**config.mk**
```make
export PLATFORM = sky130hd
export DESIGN_NAME = fwd_hazard_unit
export DESIGN_NICKNAME = d
export VERILOG_FILES = /design/src/rtl/fwd_hazard_unit.sv
export SDC_FILE = /design/constraint.sdc
export NUM_CORES = 1
export LEC_CHECK = 0
export ABC_AREA = 1
export BUFFER_PORTS_ARGS = -buffer_cell sky130_fd_sc_hd__buf_2
export CORE_ASPECT_RATIO = 0.7
export CORE_MARGIN = 2
export CORE_UTILIZATION = 45
export CTS_CLUSTER_SIZE = 25
export DETAILED_ROUTE_END_ITERATION = 6
export GPL_TIMING_DRIVEN = 0
export PLACE_DENSITY = 0.69
export SLEW_MARGIN = 0
export SYNTH_ARGS = -nofsm -noshare
export SYNTH_HDL_FRONTEND = slang
export SYNTH_SLANG_ARGS = --single-unit
```
**constraint.sdc**
```tcl
create_clock -name clk -period 4.1 [get_ports clk]
set_clock_uncertainty 0.15 [all_clocks]
set_input_delay 1.23 -clock clk [delete_from_list [all_inputs] [get_ports clk]]
set_output_delay 1.23 -clock clk [all_outputs]
set_load 0.005 [all_outputs]
```
**src/rtl/fwd_hazard_unit.sv**
```systemverilog
// rtl/fwd_hazard_unit.sv - EX-stage forwarding selects and load-use stall for the 5-stage core
module fwd_hazard_unit #(
    parameter int REG_W = 5,
    parameter int CNT_W = 16
) (
    input  logic             clk,
    input  logic             rst,
    input  logic             id_valid,
    input  logic [REG_W-1:0] id_rs1,
    input  logic [REG_W-1:0] id_rs2,
    input  logic             id_use_rs1,
    input  logic             id_use_rs2,
    input  logic [REG_W-1:0] id_rd,
    input  logic             id_reg_write,
    input  logic             id_mem_read,
    input  logic             flush,
    input  logic             cnt_clr,
    output logic             stall,
    output logic [1:0]       fwd_a_sel,
    output logic [1:0]       fwd_b_sel,
    output logic [CNT_W-1:0] stall_count
);

    // WB is never a forwarding source (write-through register file), so MEM is the last tracked slot.
    logic [REG_W-1:0] r_ex_rd;
    logic             r_ex_rw;
    logic             r_ex_mr;
    logic [REG_W-1:0] r_mem_rd;
    logic             r_mem_rw;
    logic [1:0]       r_fwd_a;
    logic [1:0]       r_fwd_b;
    logic [CNT_W-1:0] r_cnt;

    logic       w_a_ex;
    logic       w_b_ex;
    logic       w_a_mem;
    logic       w_b_mem;
    logic       w_stall;
    logic       w_bubble;
    logic [1:0] w_sel_a;
    logic [1:0] w_sel_b;

    assign w_a_ex  = id_use_rs1 && r_ex_rw  && (r_ex_rd  != '0) && (r_ex_rd  == id_rs1);
    assign w_b_ex  = id_use_rs2 && r_ex_rw  && (r_ex_rd  != '0) && (r_ex_rd  == id_rs2);
    assign w_a_mem = id_use_rs1 && r_mem_rw && (r_mem_rd != '0) && (r_mem_rd == id_rs1);
    assign w_b_mem = id_use_rs2 && r_mem_rw && (r_mem_rd != '0) && (r_mem_rd == id_rs2);

    assign w_stall  = id_valid && !flush && r_ex_mr && (w_a_ex || w_b_ex);
    assign w_bubble = w_stall || flush || !id_valid;

    // EX-slot match is checked first so the youngest producer wins.
    assign w_sel_a = w_a_ex ? 2'b10 : (w_a_mem ? 2'b01 : 2'b00);
    assign w_sel_b = w_b_ex ? 2'b10 : (w_b_mem ? 2'b01 : 2'b00);

    always_ff @(posedge clk) begin
        if (rst) begin
            r_ex_rd  <= '0;
            r_ex_rw  <= 1'b0;
            r_ex_mr  <= 1'b0;
            r_mem_rd <= '0;
            r_mem_rw <= 1'b0;
            r_fwd_a  <= 2'b00;
            r_fwd_b  <= 2'b00;
        end else begin
            r_mem_rd <= r_ex_rd;
            r_mem_rw <= r_ex_rw;
            if (w_bubble) begin
                r_ex_rd <= '0;
                r_ex_rw <= 1'b0;
                r_ex_mr <= 1'b0;
                r_fwd_a <= 2'b00;
                r_fwd_b <= 2'b00;
            end else begin
                r_ex_rd <= id_rd;
                r_ex_rw <= id_reg_write;
                r_ex_mr <= id_mem_read;
                r_fwd_a <= w_sel_a;
                r_fwd_b <= w_sel_b;
            end
        end
    end

    always_ff @(posedge clk) begin
        if (rst || cnt_clr) begin
            r_cnt <= '0;
        end else if (w_stall && (r_cnt != '1)) begin
            r_cnt <= r_cnt + {{(CNT_W-1){1'b0}}, 1'b1};
        end
    end

    assign stall       = w_stall;
    assign fwd_a_sel   = r_fwd_a;
    assign fwd_b_sel   = r_fwd_b;
    assign stall_count = r_cnt;

endmodule

```
=== Yosys cells after proc, flatten, opt, wreduce, memory -nomap -nowiden ===
Index checks and enable logic that the tools add are counted.

* Input port bits: 24
* Register bits: 33

* Multiplexer cells: 4
* Add/sub/neg operators: 1
* Equality and inequality tests: 5
* Reductions and logical operators: 27

{| class="wikitable"
|+ Operators by type and width
! operator !! number
|-
| $eq A5 B5 Y1 || 4
|-
| $add A16 B1 Y16 const B || 1
|-
| $logic_and A1 B1 Y1 || 16
|-
| $ne A16 B16 Y1 const B || 1
|-
| $reduce_bool A5 Y1 || 2
|-
| $reduce_or A3 Y1 || 2
|-
| $logic_or A1 B1 Y1 || 4
|-
| $mux W2 || 2
|-
| $logic_not A1 Y1 || 2
|-
| $mux W1 || 2
|-
| $reduce_or A2 Y1 || 1
|}

=== Logic depth before layout (Yosys ltp) ===
* Word-level depth: 8
* Depth in mapped cells: 10

=== Worst setup path after synthesis ===
OpenSTA, ideal clock, no wires.

* Path type: input to output
* Start point: in id_rs1[1]
* End point: out stall
* Slack: 753 ps
* Data required time: 2720 ps
* Cell stages on the path: 8
* Arrival time: 1967 ps
* Path through: inv_1 > nand2_1 > nand3_1 > nor2_1 > nand3_1 > nand2_4 > nand2_1 > nor2_1

* Longest elaborated chain between the ends: 4

{| class="wikitable"
|+ RTL lines
! item !! RTL line !! source
|-
| start, declared || 9 || <nowiki>input logic [REG_W-1:0] id_rs1,</nowiki>
|-
| $eq A5 B5 Y1 || 43 || <nowiki>assign w_a_ex = id_use_rs1 && r_ex_rw && (r_ex_rd != '0) && (r_ex_rd == id_rs1);</nowiki>
|-
| $logic_and A1 B1 Y1 || 43 ||
|-
| $logic_or A1 B1 Y1 || 48 || <nowiki>assign w_stall = id_valid && !flush && r_ex_mr && (w_a_ex || w_b_ex);</nowiki>
|-
| $logic_and A1 B1 Y1 || 48 ||
|-
| end, declared || 18 || <nowiki>output logic stall,</nowiki>
|}

Every way passes these cells.

=== Final worst setup path ===
Same ends and word-level chain as after synthesis.

==> results.md <==
Run status:
- The run finished with clean final reports.

Global routing:
- The global-route track usage on met1 is around 34%.
- The global routing stage identified its most utilized layer as met1.
- The met2 capacity usage during global routing is 29.3%.
- The first global-routing pass estimated 7.82 mm of wire.
- The number of global-route vias before repair is about 1,600.
- After global routing the overflow that remains totals 0.
- The met3 track utilization from global routing is 4.83%.
- Global routing consumed, over all layers together, 21.7% of the routing resources.
- The pin count of the biggest net entering global routing is 11.
- The number of antenna violations at the first check in global routing is 0.

Clock tree:
- Clock latency on the worst-skew pair, taken at its later pin, is 280 ps.
- The maximum root-to-sink buffer count is 2.
- The clock transition at the registers of the reported paths is 70 ps.
- The H-tree was split into 2 levels.
- The number of hold buffers added after cts is 0.
- The sink count of the clock tree is 33.
- The root buffer cell chosen for the clock tree is sky130_fd_sc_hd__clkbuf_8.
- The post-CTS resize count is 0.
- The total CTS buffers is 5.
- The total setup buffers inserted after CTS is 0.
- TritonCTS built the clock tree.

Cells and area:
- After filler insertion, the fill cell instance count of the layout stands at 444.
- The layout cell share with drive strength beyond 1 is 18.0%.
- The antenna diode count is 0.
- The post-route cell area is 2220 µm².
- The final layout contains 357 nets.
- Relative to the synthesized area, the layout overhead comes to 19.6%.
- Cells fill 56.2% of the core in the end.

STA:
- The final critical path time including I/O delays and setup is 3780 ps.
- Setup violations remaining at the end of the flow were counted as 0.
- Derived from the worst setup path, the maximum achievable clock frequency is 0.265 GHz.
- The count of final hold-check violations is 0.
- Headroom to the max-slew limit came out at between 60% and 70%.
- Setup repair after global routing left no endpoint under its margin.
- For the pin with the worst max-slew slack, the measured transition is 525 ps.
- The final total negative setup slack is 0 ps.
- The number of max-slew violations in the final report is 0.
- The worst hold margin is 315 ps.
- After layout, the worst path uses 92.1% of the clock period.

Detailed routing:
- The count of nets left with antenna violations once routing finished came out at 0.
- The via count of the routed design is 1,978.
- The routed wirelength normalized by instance count is roughly 12 µm.
- The length of the first detailed-routing pass in iterations is 6.
- The count of unresolved DRC violations after routing is 0.
- The per-cell via count in the routed design is 5.14.
- The detailed-route wire length is 4.76 mm.
- The count of routing violations after the opening detailed-route iteration is ~170.

Place:
- During placement, the flow inserted port buffers numbering 43.
- In this run the cell area measured after placement is 2130 µm².
- The final HPWL from detailed placement is 3.66 mm.
- Routability-driven placement finished with a final weighted congestion of 0.858.

Floorplanning:
- The die covers 4660 µm².
- From bottom edge to top edge, the die measures 57.7 µm.
- The initial utilization of the core area, before any placement, comes to 47.0%.
- The floorplan core area is 3950 µm².
- 45 I/O pins were placed.
- The initialized floorplan defines 19 standard-cell rows.
- The chip width is 80.7 µm.

Synth:
- Sequential elements use 35.6% of the synthesized area.
- Synthesis produced a netlist with a net count of 307.
- For this run, the number of Yosys warnings is 0.
- The synthesis-stage register bit count is 33.
- After synthesis the cells add up to around 1900 µm².
- The mean cell area of the mapped netlist is 6.58 µm².
- The cell count after synthesis is between 200 and 300.
- The count of unique library cells instantiated by Yosys is 28.
- The top cell type's share of synthesized area is 35.6%.
- In the post-synthesis netlist, the biggest area contributors are sky130_fd_sc_hd__dfxtp_1, sky130_fd_sc_hd__nand2_1, sky130_fd_sc_hd__inv_1.
- Of all cell types, the one taking the most synthesized area is sky130_fd_sc_hd__dfxtp_1.

Critical path:
- The largest incremental delay on the critical path is 200 ps.
- The signal on the critical path passes through buf_2 > inv_1 > nand2_1 > nand3_1 > nor2_1 > nand3_1 > nand2_4 > nand2_1 > nor2_1 > buf_2.
- The logic depth of the worst register-to-register path is 7.
- The worst register-to-register path begins at stall_count[1].
- The critical setup path kind is primary input to primary output.
- The worst endpoint data arrival time is 2400 ps.
- The library cell contributing the largest single delay on the critical path is sky130_fd_sc_hd__nand3_1.
- The reg2reg setup slack is 2040 ps.
- The worst setup path is captured at a primary output.
- Along the worst path, the maximum fanout reaches 9.
- In this run the critical register-to-register path is captured at stall_count[2].
- For the worst setup path, the data required time is 2720 ps.
- The worst setup path is launched from a primary input.

Worst hold path:
- The path category of the worst min-delay check is register to register.
- The number of stages on the worst hold path is 2.
- The end point of the most critical hold path is r_mem_rw.
- The worst hold path begins at r_ex_rw.

Power:
- Summed over all cells, the static leakage comes to 0.998 nW.
- After layout, the design draws a total of 609 µW.
- IR analysis of the VDD net gives a maximum drop of 0.000199 V.
- For this design the ratio of total power to cell area is approximately 270 nW/µm².

Flow run:
- Max-cap violations in this run came to 0.
[flip-flops by register name, summed over array words and instances (netlist names)]
name         count
r_mem_rw         1
fwd_a_sel        2
r_ex_mr          1
stall_count     16
r_ex_rd          5
r_ex_rw          1
fwd_b_sel        2
r_mem_rd         5
[area by class of cell]
type                            instances  area (µm²)  area share, %
Sequential cell                        33         661           29.8
Multi-Input combinational cell        200        1000           45.1
Clock buffer                            6        72.6           3.27
Buffer                                  7        35.0           1.58
Inverter                               42         158           7.11
Timing Repair Buffer                   43         215           9.71
Tap cell                               52        65.1           2.93
Clock inverter                          2        10.0          0.451
[cell usage in the layout (no fill, tap or decap), drive strengths merged]
cell type,synthesis,final
nor2,42,42
ha,1,1
nand3b,1,1
nand2,71,71
xor2,7,7
inv,42,42
a21oi,16,16
a221oi,2,2
dfxtp,33,33
clkinv,0,2
or2,1,1
nand3,16,16
xnor2,3,3
o21ai,12,12
clkbuf,4,10
nand4,23,23
nor4,2,2
buf,3,46
nor3,3,3
[kinds of logic (layout without fill, tap and decap cells)]
kind of cell	after synthesis	after routing	synth area share, %
xor+xnor	10	10	4.72
simple gates	159	159	40.1
flops	33	33	35.6
fa+ha+maj	1	1	0.675
buf+inv	49	100	10.4
compound gates	30	30	8.50
[worst max-delay path by stage]
stage	start	end	cells after the start
2_1_floorplan	id_rs1[1]	stall	8
3_3_place_gp	id_rs1[1]	stall	10
3_5_place_dp	id_rs1[1]	stall	10
4_1_cts	id_rs1[1]	stall	10
5_1_grt	id_rs2[1]	stall	10
6_report	id_rs1[1]	stall	10
[power breakdown]
part / switching [mW] / internal (mW) / total [mW]
combinational: 0.0261 / 0.0174 / 0.0435
clock: 0.122 / 0.118 / 0.239
sequential: 0.00250 / 0.323 / 0.326
[routing by layer]
layer | vias up | part of all wire (%)
met5 | - | 0
met4 | 0 | 0.40
met3 | 3 | 9.2
met2 | 86 | 40
met1 | 877 | 50
li1 | 1012 | -
[cells in the mapped netlist]
master and count:
sky130_fd_sc_hd__nor3_1 2, sky130_fd_sc_hd__a21oi_1 16, sky130_fd_sc_hd__xnor2_1 3, sky130_fd_sc_hd__nand2_4 1, sky130_fd_sc_hd__nor3_4 1, sky130_fd_sc_hd__buf_2 1, sky130_fd_sc_hd__o21ai_1 1, sky130_fd_sc_hd__nand3b_1 1
sky130_fd_sc_hd__nand4_1 23, sky130_fd_sc_hd__dfxtp_1 33, sky130_fd_sc_hd__nor2_1 41, sky130_fd_sc_hd__nand3_1 13, sky130_fd_sc_hd__buf_1 1, sky130_fd_sc_hd__a221oi_1 2, sky130_fd_sc_hd__nand3_4 2, sky130_fd_sc_hd__nor4_1 2
sky130_fd_sc_hd__clkbuf_1 4, sky130_fd_sc_hd__inv_2 1, sky130_fd_sc_hd__nand2_1 69, sky130_fd_sc_hd__xor2_1 7, sky130_fd_sc_hd__o21ai_0 11, sky130_fd_sc_hd__inv_1 41, sky130_fd_sc_hd__nand3_2 1, sky130_fd_sc_hd__nand2_2 1
sky130_fd_sc_hd__buf_6 1, sky130_fd_sc_hd__nor2_2 1, sky130_fd_sc_hd__ha_1 1, sky130_fd_sc_hd__or2_1 1
[stage by stage]
step           std cells  setup slack, ps
2_1_floorplan        282              753
3_3_place_gp         377              347
3_5_place_dp         377              362
4_1_cts              385              354
5_1_grt              385              191
6_report             385              325
[worst max-delay path, delay by kind of cell]
| family | cells | cell delay [ps] |
|---|---|---|
| simple gates | 7 | 890 |
| buf+inv | 3 | 270 |
Power figures use the tool's default switching activity.
